--- src/rtl/dco_code_ctrl_pkg.sv ---
// Shared types and default constants for the ADPLL DCO code controller.
// Build option: DCO_CTRL_LOCK_LOSS_EN (see dco_lock_detect).
package adpll_pkg;

  typedef enum logic {ST_SEARCH, ST_TRACK} state_e;

  localparam int CODE_W_DEF   = 8;
  localparam int LOCK_CNT_DEF = 4;

  // Mid-scale start code and first binary-search step for the default width.
  localparam logic [CODE_W_DEF-1:0] MID_CODE  = {1'b1, {(CODE_W_DEF-1){1'b0}}};
  localparam logic [CODE_W_DEF-1:0] INIT_STEP = {2'b01, {(CODE_W_DEF-2){1'b0}}};

endpackage

--- src/rtl/dco_code_ctrl_if.sv ---
// Detector-to-controller bundle: M pins, PD decision strobe, code/lock back.
interface dco_code_ctrl_if
  import adpll_pkg::*;
#(
  parameter int CODE_W = CODE_W_DEF
) ();

  logic              M2;
  logic              M1;
  logic              M0;
  logic              PD_VALID;
  logic              PD_FAST;
  logic [CODE_W-1:0] DCO_CODE;
  logic              LOCK;

  modport master (
    output M2, M1, M0, PD_VALID, PD_FAST,
    input  DCO_CODE, LOCK
  );

  modport slave (
    input  M2, M1, M0, PD_VALID, PD_FAST,
    output DCO_CODE, LOCK
  );

endinterface

--- src/rtl/dco_lock_detect.sv ---
// Lock detector: counts consecutive direction alternations of TRACK decisions.
// DCO_CTRL_LOCK_LOSS_EN defined: lock follows the count; undefined: lock is sticky.
module dco_lock_detect
  import adpll_pkg::*;
#(
  parameter int LOCK_CNT = LOCK_CNT_DEF
) (
  input  logic clk_i,
  input  logic rst_i,
  input  logic clr_i,
  input  logic dec_valid_i,
  input  logic dec_fast_i,
  output logic lock_o
);

  localparam int CNT_W = $clog2(LOCK_CNT + 1);
  localparam logic [CNT_W-1:0] CNT_MAX = CNT_W'(LOCK_CNT);

  logic             prev_vld_q;
  logic             prev_fast_q;
  logic [CNT_W-1:0] cnt_q;
  logic [CNT_W-1:0] cnt_d;
  logic             lock_q;

  // Next alternation count: first decision or a repeat restarts, a reversal counts up.
  always_comb begin
    cnt_d = cnt_q;
    if (dec_valid_i) begin
      if (!prev_vld_q || (dec_fast_i == prev_fast_q)) begin
        cnt_d = '0;
      end else if (cnt_q != CNT_MAX) begin
        cnt_d = cnt_q + CNT_W'(1);
      end
    end
  end

  // Direction history, counter and lock flag; clear comes from an M change.
  always_ff @(posedge clk_i) begin
    if (rst_i || clr_i) begin
      prev_vld_q  <= 1'b0;
      prev_fast_q <= 1'b0;
      cnt_q       <= '0;
      lock_q      <= 1'b0;
    end else if (dec_valid_i) begin
      prev_vld_q  <= 1'b1;
      prev_fast_q <= dec_fast_i;
      cnt_q       <= cnt_d;
`ifdef DCO_CTRL_LOCK_LOSS_EN
      lock_q      <= (cnt_d == CNT_MAX);
`else
      lock_q      <= lock_q | (cnt_d == CNT_MAX);
`endif
    end
  end

  assign lock_o = lock_q;

endmodule

--- src/rtl/dco_code_ctrl.sv ---
// ADPLL DCO code controller: binary search of the DCO code, then +/-1 tracking
// with lock detection. Build option: DCO_CTRL_LOCK_LOSS_EN (lock may drop).
module dco_code_ctrl
  import adpll_pkg::*;
#(
  parameter int CODE_W   = CODE_W_DEF,
  parameter int LOCK_CNT = LOCK_CNT_DEF
) (
  input  logic           REF_CLK,
  input  logic           RESET,
  dco_code_ctrl_if.slave bus
);

  localparam logic [CODE_W-1:0] MID   = {1'b1, {(CODE_W-1){1'b0}}};
  localparam logic [CODE_W-1:0] STEP0 = {2'b01, {(CODE_W-2){1'b0}}};
  localparam logic [CODE_W-1:0] ONE   = CODE_W'(1);
  localparam logic [CODE_W-1:0] ALL1  = '1;

  logic [2:0]        m_pins;
  logic [2:0]        m_q;
  state_e            state_q;
  logic [CODE_W-1:0] code_q;
  logic [CODE_W-1:0] step_q;
  logic              m_chg;
  logic              dec_track;
  logic              lock_w;

  assign m_pins    = {bus.M2, bus.M1, bus.M0};
  assign m_chg     = (m_pins != m_q);
  // An M change swallows a coincident decision, so the detector must not see it.
  assign dec_track = bus.PD_VALID && !m_chg && (state_q == ST_TRACK);

  // Search/track FSM; reset and M change both restart acquisition from mid-code.
  always_ff @(posedge REF_CLK) begin
    if (RESET || m_chg) begin
      m_q     <= m_pins;
      state_q <= ST_SEARCH;
      code_q  <= MID;
      step_q  <= STEP0;
    end else if (bus.PD_VALID) begin
      case (state_q)
        ST_SEARCH: begin
          code_q <= bus.PD_FAST ? (code_q - step_q) : (code_q + step_q);
          step_q <= step_q >> 1;
          if (step_q == ONE) state_q <= ST_TRACK;
        end
        ST_TRACK: begin
          if (bus.PD_FAST) begin
            if (code_q != '0) code_q <= code_q - ONE;
          end else begin
            if (code_q != ALL1) code_q <= code_q + ONE;
          end
        end
        default: state_q <= ST_SEARCH;
      endcase
    end
  end

  dco_lock_detect #(
    .LOCK_CNT (LOCK_CNT)
  ) u_lock (
    .clk_i       (REF_CLK),
    .rst_i       (RESET),
    .clr_i       (m_chg),
    .dec_valid_i (dec_track),
    .dec_fast_i  (bus.PD_FAST),
    .lock_o      (lock_w)
  );

  assign bus.DCO_CODE = code_q;
  assign bus.LOCK     = lock_w;

endmodule

--- src/flat_wrapper.sv ---
// flat-port wrapper written by rule: the top's interface ports become plain ports
module dco_code_ctrl_flat import adpll_pkg::*;
#(
  parameter int CODE_W   = CODE_W_DEF,
  parameter int LOCK_CNT = LOCK_CNT_DEF
)
  (REF_CLK, RESET, bus_M2, bus_M1, bus_M0, bus_PD_VALID, bus_PD_FAST, bus_DCO_CODE, bus_LOCK);
  dco_code_ctrl_if #(.CODE_W(CODE_W)) bus_i ();
  input  logic REF_CLK;
  input  logic RESET;
  input wire logic [$bits(bus_i.M2)-1:0] bus_M2;
  input wire logic [$bits(bus_i.M1)-1:0] bus_M1;
  input wire logic [$bits(bus_i.M0)-1:0] bus_M0;
  input wire logic [$bits(bus_i.PD_VALID)-1:0] bus_PD_VALID;
  input wire logic [$bits(bus_i.PD_FAST)-1:0] bus_PD_FAST;
  output wire logic [$bits(bus_i.DCO_CODE)-1:0] bus_DCO_CODE;
  output wire logic [$bits(bus_i.LOCK)-1:0] bus_LOCK;
  assign bus_i.M2 = bus_M2;
  assign bus_i.M1 = bus_M1;
  assign bus_i.M0 = bus_M0;
  assign bus_i.PD_VALID = bus_PD_VALID;
  assign bus_i.PD_FAST = bus_PD_FAST;
  assign bus_DCO_CODE = bus_i.DCO_CODE;
  assign bus_LOCK = bus_i.LOCK;
  dco_code_ctrl #(.CODE_W(CODE_W), .LOCK_CNT(LOCK_CNT)) u_core (.REF_CLK(REF_CLK), .RESET(RESET), .bus(bus_i));
endmodule
--- config.mk ---
export PLATFORM = sky130hd
export DESIGN_NAME = dco_code_ctrl_flat
export DESIGN_NICKNAME = d
export VERILOG_FILES = /design/src/rtl/dco_code_ctrl_pkg.sv /design/src/rtl/dco_code_ctrl_if.sv /design/src/rtl/dco_lock_detect.sv /design/src/rtl/dco_code_ctrl.sv /design/src/flat_wrapper.sv
export SDC_FILE = /design/constraint.sdc
export NUM_CORES = 1
export LEC_CHECK = 0
export BUFFER_PORTS_ARGS = -buffer_cell sky130_fd_sc_hd__buf_2
export CORE_MARGIN = 5
export CORE_UTILIZATION = 58
export DETAILED_ROUTE_END_ITERATION = 10
export MAX_ROUTING_LAYER = met4
export PLACE_DENSITY = 0.75
export SLEW_MARGIN = 20
export SYNTH_ARGS = -nofsm -noshare
export SYNTH_HDL_FRONTEND = slang
export SYNTH_SLANG_ARGS = --single-unit
--- constraint.sdc ---
create_clock -name REF_CLK -period 3.3 [get_ports REF_CLK]
set_input_delay 0.33 -clock REF_CLK [delete_from_list [all_inputs] [get_ports REF_CLK]]
set_output_delay 0.33 -clock REF_CLK [all_outputs]
set_load 0.005 [all_outputs]
==> flow_metrics.tcl, run 1 <==
set metrics [dict create \
    seq_power_share_pct 59.2 \
    vias 1431 \
    synthSimpleGateAreaFrac_pct 22.0 \
    grt-ovfl-total 0 \
    path_depth 11 \
    grt_pass1_vias 1329 \
    yosys_warnings 0 \
    r2r_cells 11 \
    min_period_over_period_pct 86.9 \
    fin_util_pct 63.6 \
    synth_area_sq_um 1620 \
    layout_commonest_cell "nor2_1" \
    net-switching-power_mw 0.151 \
    path_cells "inv_1 -> ha_1 -> a21oi_1 -> nor2_1 -> o32a_1 -> ha_1 -> a21o_1 -> a31o_2 -> or3_1 -> a211oi_2 -> mux2i_1" \
    holdWs_ns 0.200 \
    path_max_fanout 5 \
    cpPeakStageDelay_ns 0.43 \
    reg2reg_from "u_core.step_q[0]" \
    vdd_drop_max_mv 0.229 \
    p_per_area_nw_per_um2 312 \
    yosys_most_used_dff "dfxtp_1" \
    status "completed" \
    place_area_sq_um 1690 \
    totalWireLength_mm 3.40 \
    initial_core_util_pct 59.6 \
    final_cell_mix "nor2_1 (29), dfxtp_1 (22), a21oi_1 (21)" \
    finalHoldViolCount 0 \
    path_delay_family "compound AO/OA/AOI/OAI gates" \
    root_buffer "clkbuf_4" \
    hold_depth 1 \
    synth_fp_nets 219 \
    cpMostUsedCell "ha_1" \
    post-route-min-period_ns 2.87 \
    fmax_ghz 0.349 \
    antenna_found_initial 0 \
    maxCapViolations 0 \
    cts_sinks 25 \
    clockBufferDepth 2 \
    grt_pass1_wl_mm 6.13 \
    cp-startpoint "u_core.step_q[0]" \
    cp.required_ns 3.57 \
    grtUsageTotal_pct 19.0 \
    cts_resized 0 \
    io_buffers 15 \
    die_h_um 62.8 \
    syn-mean-instance-area_sq_um 8.08 \
    ys_ff_latch 25 \
    cp.arrival_ns 3.14 \
    slew-limit-headroom_pct 36.6 \
    tns_ns 0 \
    cts_tree "done" \
    routedWlPerCell_um 14.1 \
    p_leak_nw 0.696 \
    cpMaxStageDelayCell "dfxtp_1" \
    synth_compound_area_share_pct 21.8 \
    setup_viol 0 \
    synth_fa_ha_area_share_pct 9.75 \
    synth-xor-area-share_pct 4.88 \
    clock_latency_ns 0.33 \
    tightest_slew_ns 0.952 \
    syn_inst 200 \
    antenna_left 0 \
    min-delay-start "bus_M2" \
    die_width_um 62.8 \
    fin_area_sq_um 1720 \
    synth_top_family_by_area "simple AND/OR/NAND/NOR gates" \
    dp_slack_ns 0.504 \
    drt_iter0_drc 80 \
    diodes 0 \
    ys_seq_area_share_pct 32.8 \
    core-area_sq_um 2710 \
    crit_buf_inv 1 \
    drive_gt1_share_pct 12.9 \
    critPathKind "reg -> reg" \
    finClkSkew_ns 0.0148 \
    endpoint_kind "flop" \
    postCtsHoldBufs 0 \
    synthMuxAreaShare_pct 2.48 \
    ios 16 \
    first_pass_iters 4 \
    via_per_inst 5.94 \
    timing.final.max_slew_violations 0 \
    setup_ws_ns 0.433 \
    num-nets-final 230 \
    numCtsBuffers 3 \
    area_delta_synth_final_pct 6.58 \
    row_count 19 \
    grt_max_degree 28 \
    yosysUniqueCellTypes 46 \
    gp_congestion 0.942 \
    netSwitchingFraction_pct 28.1 \
    p_int_mw 0.386 \
    synth-edff-count 3 \
    holdCritPathClass "in -> reg" \
    die-area_sq_um 3940 \
    comb_power_share_pct 12.8 \
    h-tree-depth 1 \
    clk_pin_slew_ns 0.16 \
    worst_setup_path_start_kind "flop" \
    dp_hpwl_mm 2.48 \
    drc 0 \
    clkPwrFrac_pct 28.0 \
    rsz0062_at_grt "no" \
    synth-async-reset-ratio_pct 0 \
    cts_setup_buffers 0 \
]
-- power by group through the flow --
stage                     registers [mW]  logic (mW)  clock network (mW)
final                              0.318      0.0688               0.150
after global routing               0.319      0.0773               0.168
after floorplan                    0.324      0.0527                   0
after detailed placement           0.324      0.0671                   0
after CTS                          0.318      0.0683               0.153
after global placement             0.324      0.0660                   0
-- synthesized netlist by cell type (2+ instances only) --
cell type	count	area, sq um
mux2i_1	4	40.0
nor3_1	6	30.0
nand2_1	8	30.0
o32a_1	3	30.0
a31oi_1	3	18.8
inv_1	17	63.8
clkbuf_1	6	22.5
o31ai_1	3	22.5
xnor2_1	4	35.0
xor2_1	5	43.8
a311oi_1	2	17.5
nor4_1	2	12.5
edfxtp_1	3	90.1
nor2_1	29	109
o21ai_0	11	55.1
a21oi_1	21	105
buf_2	2	10.0
nand3_1	6	30.0
dfxtp_1	22	440
nand4b_1	2	17.5
a21o_1	3	22.5
ha_1	11	138
nand4_1	3	18.8
nand3b_1	2	15.0
-- worst reg2reg max path, cell delays in order (launching register included) --
cell and delay [ns]:
dfxtp_1 0.43, inv_1 0.08, ha_1 0.26, a21oi_1 0.16, nor2_1 0.05, o32a_1 0.20, ha_1 0.36, a21o_1 0.21
a31o_2 0.25, or3_1 0.36, a211oi_2 0.24, mux2i_1 0.21
-- stage by stage --
stage | cells | total power [mW]
after floorplan | 200 | 0.376
after global placement | 237 | 0.390
after detailed placement | 237 | 0.392
after CTS | 241 | 0.539
after global routing | 241 | 0.564
final | 241 | 0.537
-- per-layer routing --
layer	vias to the layer above	wire, um	GRT usage (%)
li1	734	-	-
met1	666	1620	25.5
met2	29	1560	29.8
met3	2	200	3.24
met4	0	17	4.77
met5	-	0	-
-- final timing paths --
kind                                               end  slack (ns)
worst max register to register  u_core.bus.DCO_CODE[7]        0.43
worst min register to register    u_core.u_lock.lock_o        0.46
worst max-delay path            u_core.bus.DCO_CODE[7]        0.43
worst min-delay path                     u_core.m_q[2]        0.20
-- final cells by class --
class                      count  area [sq um]
sequential                    25           531
timing repair buffer          15          75.1
multi-input combinational    149           985
tap                           31          38.8
clock inverter                 1          7.51
fill                         254           987
inverter                      17          63.8
clock buffer                   3          22.5
-- cell families after synthesis --
group,Yosys count
XOR/XNOR,9
buffers and inverters,26
AND/OR/NAND/NOR,69
multiplexers,4
AO/OA/AOI/OAI,55
adder cells (fa/ha/maj),12
flip-flops,25
-- sequential cells by signal, summed over array words and instances, names as in the netlist --
register / flops
u_core.m_q: 3
u_core.u_lock.prev_fast_q: 1
u_core.u_lock.prev_vld_q: 1
u_core.step_q: 7
u_core.u_lock.lock_o: 1
u_core.bus.DCO_CODE: 8
u_core.state_q: 1
u_core.u_lock.cnt_q: 3
(Power assumes the default switching activity.)
==> run 2: changes to the inputs <==
--- a/config.mk
+++ b/config.mk
@@ -6,7 +6,7 @@
 export NUM_CORES = 1
 export LEC_CHECK = 0
 export BUFFER_PORTS_ARGS = -buffer_cell sky130_fd_sc_hd__buf_2
-export CORE_MARGIN = 5
+export CORE_MARGIN = 2
 export CORE_UTILIZATION = 58
 export DETAILED_ROUTE_END_ITERATION = 10
 export MAX_ROUTING_LAYER = met4
==> flow_metrics.tcl, run 2 (synthesis gave the netlist of run 1 again) <==
set metrics [dict create \
    maxCapViolations 0 \
    cp.required_ns 3.49 \
    tns_ns 0 \
    initial_core_util_pct 59.6 \
    finalHoldViolCount 0 \
    holdCritPathClass "in -> reg" \
    worst_setup_path_start_kind "flop" \
    cts_resized 0 \
    final_cell_mix "nor2_1 (29), dfxtp_1 (22), a21oi_1 (21)" \
    drt_iter0_drc 61 \
    clk_pin_slew_ns 0.16 \
    drc 0 \
    busiest_layer "met2" \
    p_leak_nw 0.696 \
    min_period_over_period_pct 88.1 \
    cts_sinks 25 \
    status "completed" \
    antenna_left 0 \
    cp.arrival_ns 3.09 \
    tightest_slew_ns 0.939 \
    die-area_sq_um 3230 \
    cp-startpoint "u_core.state_q" \
    p_per_area_nw_per_um2 311 \
    cpPeakStageDelay_ns 0.76 \
    grtUsageTotal_pct 21.5 \
    gp_congestion 0.898 \
    io_buffers 15 \
    diodes 0 \
    holdWs_ns 0.180 \
    antenna_found_initial 0 \
    met3_usage_pct 2.53 \
    min-delay-start "bus_M2" \
    totalWireLength_mm 3.35 \
    via_per_inst 6.12 \
    grt-ovfl-total 0 \
    endpoint_kind "flop" \
    reg2reg_from "u_core.state_q" \
    final-seq-area_sq_um 531 \
    finClkSkew_ns 0.0143 \
    drive_gt1_share_pct 12.9 \
    first_pass_iters 4 \
    h-tree-depth 1 \
    core-area_sq_um 2710 \
    grt_max_degree 28 \
    path_max_fanout 20 \
    power_mw 0.536 \
    rsz0062_at_grt "no" \
    cts_tree "done" \
    setup_viol 0 \
    postCtsHoldBufs 0 \
    slew-limit-headroom_pct 37.4 \
    fmax_ghz 0.344 \
    area_delta_synth_final_pct 6.58 \
    clockBufferDepth 2 \
    met2_usage_pct 33.6 \
    path_cells "or2_2 -> ha_1 -> inv_1 -> fa_1 -> a21o_1 -> a21oi_1 -> nor4_1 -> a2111oi_0 -> o31ai_1" \
    routedWlPerCell_um 13.9 \
    vias 1474 \
    layout_commonest_cell "nor2_1" \
    post-route-min-period_ns 2.91 \
    die_width_um 56.8 \
    row_count 19 \
    largest_reg_flops 8 \
    die_h_um 56.8 \
    critPathKind "reg -> reg" \
    multi_input_area_sq_um 985 \
    vdd_drop_max_mv 0.259 \
    timing.final.max_slew_violations 0 \
    numCtsBuffers 3 \
    root_buffer "clkbuf_4" \
    grt_use_met1_pct 28.1 \
    cts_setup_buffers 0 \
    clock_latency_ns 0.34 \
    cpMaxStageDelayCell "dfxtp_1" \
    ios 16 \
    grt_pass1_vias 1238 \
    dp_hpwl_mm 2.44 \
    num-nets-final 230 \
    grt_pass1_wl_mm 5.35 \
    nFillCells 242 \
]
## run 2: where the power goes
part           internal (mW)  switching [mW]  total, mW
clock network         0.0465           0.102      0.149
logic                 0.0259          0.0434     0.0693
registers              0.314         0.00416      0.318
total                  0.386           0.150      0.536
## run 2: path summary, 6_finish.rpt
kind	endpoint	slack (ns)	depth (start not counted)
setup / recovery	u_core.bus.DCO_CODE[6]	0.39	9
hold / removal	u_core.m_q[2]	0.18	1
setup reg to reg	u_core.bus.DCO_CODE[6]	0.39	9
hold reg to reg	u_core.u_lock.lock_o	0.46	2
## run 2: worst max-delay path, delay by kind of cell, from the launching register on
family / cells / cell delay (ns)
AOI/OAI and AO/OA: 4 / 1.07
DFF: 1 / 0.76
adders and majority gates: 2 / 0.55
and+or+nand+nor: 2 / 0.32
buffers and inverters: 1 / 0.05
## run 2: final cells by class
cell class,count,share of cell area [%]
inverter,17,3.70
multi-input combinational,149,57.2
clock buffer,3,1.31
tap,31,2.25
timing repair buffer,15,4.36
sequential,25,30.8
clock inverter,1,0.436
## run 2: through the flow
| stage | worst slack (ns) | area (sq um) | std cells | util [%] |
|---|---|---|---|---|
| after floorplan | 0.717 | 1620 | 200 | - |
| after global placement | 0.568 | 1690 | 237 | 62.5 |
| after detailed placement | 0.505 | 1690 | 237 | 62.5 |
| after CTS | 0.452 | 1720 | 241 | 63.6 |
| after global routing | 0.266 | 1720 | 241 | 63.6 |
| final | 0.393 | 1720 | 241 | 63.6 |
## run 2: per-layer routing
metal / routed length (um) / up-vias
met1: 1600 / 702
met5: 0 / -
met3: 161 / 5
met2: 1530 / 33
met4: 55 / 0
li1: - / 734
==> run 3: changes to the inputs <==
--- a/config.mk
+++ b/config.mk
@@ -9,6 +9,7 @@
 export CORE_MARGIN = 2
 export CORE_UTILIZATION = 58
 export DETAILED_ROUTE_END_ITERATION = 10
+export GPL_TIMING_DRIVEN = 0
 export MAX_ROUTING_LAYER = met4
 export PLACE_DENSITY = 0.75
 export SLEW_MARGIN = 20
==> flow_metrics.tcl, run 3 (synthesis gave the netlist of run 1 again) <==
set metrics [dict create \
    post-route-min-period_ns 3.02 \
    cp.arrival_ns 3.23 \
    rsz0062_at_grt "no" \
    regToRegSetupSlack_ns 0.28 \
    h-tree-depth 1 \
    antenna_found_initial 0 \
    tns_ns 0 \
    core-area_sq_um 2710 \
    r2r_cells 11 \
    grt_pass1_vias 1412 \
    final_cell_mix "nor2_1 (29), dfxtp_1 (22), a21oi_1 (21)" \
    cp.required_ns 3.51 \
    cts_setup_buffers 0 \
    drc 0 \
    cpMaxStageDelayCell "a2111oi_1" \
    layout_commonest_cell "nor2_1" \
    status "completed" \
    reg2reg_from "u_core.state_q" \
    initial_core_util_pct 59.6 \
    cts_sinks 25 \
    grt-ovfl-total 0 \
    clk_pin_slew_ns 0.14 \
    cts_resized 0 \
    timing.final.max_slew_violations 0 \
    finalHoldViolCount 0 \
    postCtsHoldBufs 0 \
    ios 16 \
    cts_tree "done" \
    p_leak_nw 0.712 \
    die-area_sq_um 3230 \
    io_buffers 14 \
    critPathKind "reg -> reg" \
    finClkSkew_ns 0.00114 \
    holdCritPathClass "in -> reg" \
    endpoint_kind "flop" \
    worst_setup_path_start_kind "flop" \
    largest_reg_flops 8 \
    cpPeakStageDelay_ns 0.52 \
    die_width_um 56.8 \
    row_count 19 \
    tightest_slew_ns 0.561 \
    fmax_ghz 0.331 \
    clockBufferDepth 2 \
    numCtsBuffers 3 \
    antenna_left 0 \
    root_buffer "clkbuf_4" \
    grt_max_degree 16 \
    grtUsageTotal_pct 23.6 \
    vias 1458 \
    p_per_area_nw_per_um2 303 \
    first_pass_iters 6 \
    cp-startpoint "u_core.state_q" \
    totalWireLength_mm 3.45 \
    slew-limit-headroom_pct 62.5 \
    via_per_inst 5.86 \
    num-nets-final 238 \
    dp_hpwl_mm 2.68 \
    nFillCells 242 \
    clock_latency_ns 0.32 \
    area_delta_synth_final_pct 8.67 \
    path_cells "buf_2 -> clkbuf_1 -> or2_2 -> ha_1 -> inv_1 -> fa_1 -> a21o_1 -> a21oi_1 -> nor4_1 -> a2111oi_1 -> o31ai_1" \
    r2r_end "u_core.bus.DCO_CODE[6]" \
    vdd_drop_max_mv 0.330 \
    fin_area_sq_um 1760 \
    grt_pass1_wl_mm 5.95 \
    diodes 0 \
    maxCapViolations 0 \
    path_max_fanout 10 \
    setup_viol 0 \
    routedWlPerCell_um 13.9 \
    drive_gt1_share_pct 13.3 \
    min_period_over_period_pct 91.5 \
    gp_congestion 0.895 \
    drt_iter0_drc 62 \
    place_area_sq_um 1730 \
    die_h_um 56.8 \
    crit_end "u_core.bus.DCO_CODE[6]" \
]
==> run 3: layer usage <==
layer / share of wire (%) / vias up / track usage (%) / wire (um)
li1: - / 749 / - / -
met1: 48 / 685 / 31.2 / 1650
met2: 48 / 22 / 36.9 / 1670
met3: 3.2 / 2 / 3.00 / 110
met4: 0.58 / 0 / 8.97 / 20
met5: 0 / - / - / 0
==> run 3: cell type report <==
| class | instances | area, sq um | share of cell area, % |
|---|---|---|---|
| Multi-Input combinational cell | 149 | 986 | 56.1 |
| Sequential cell | 25 | 531 | 30.2 |
| Timing Repair Buffer | 14 | 70.1 | 3.99 |
| Inverter | 17 | 63.8 | 3.63 |
| Tap cell | 31 | 38.8 | 2.21 |
| Buffer | 9 | 37.5 | 2.14 |
| Clock buffer | 3 | 22.5 | 1.28 |
| Clock inverter | 1 | 7.51 | 0.427 |
==> run 3: power breakdown <==
group	internal, mW	leakage [nW]	switching (mW)
clock	0.0463	0.0139	0.0958
sequential	0.313	0.209	0.00426
combinational	0.0278	0.489	0.0449
total	0.388	0.712	0.145
==> run 3: stage by stage <==
step | total power, mW | util [%] | cells | setup WS [ns] | hold WS [ns]
detailed placement | 0.395 | 63.7 | 245 | 0.272 | 0.443
finish | 0.533 | 64.8 | 249 | 0.281 | 0.202
floorplan | 0.376 | - | 200 | 0.717 | 0.429
global placement | 0.392 | 63.7 | 245 | 0.326 | 0.439
CTS | 0.538 | 64.8 | 249 | 0.235 | 0.194
global route | 0.560 | 64.8 | 249 | 0.0800 | 0.181
==> run 3: critical path: cells and delay by family (launching register included) <==
kind	cells	cell delay [ns]
compound gates	4	1.09
buf+inv	3	0.63
fa+ha+maj	2	0.56
flops	1	0.35
simple gates	2	0.27
==> run 3: worst min-delay path by stage <==
| stage | from | end | slack, ns | cells after the start |
|---|---|---|---|---|
| 6_report | bus_M0 | u_core.m_q[0] | 0.20 | 1 |
| 5_1_grt | bus_M1 | u_core.m_q[1] | 0.18 | 1 |
| 4_1_cts | bus_M0 | u_core.m_q[0] | 0.19 | 1 |
| 3_5_place_dp | u_core.u_lock.lock_o | u_core.u_lock.lock_o | 0.44 | 2 |
| 3_3_place_gp | u_core.u_lock.lock_o | u_core.u_lock.lock_o | 0.44 | 2 |
| 2_1_floorplan | bus_M0 | u_core.m_q[0] | 0.43 | 0 |
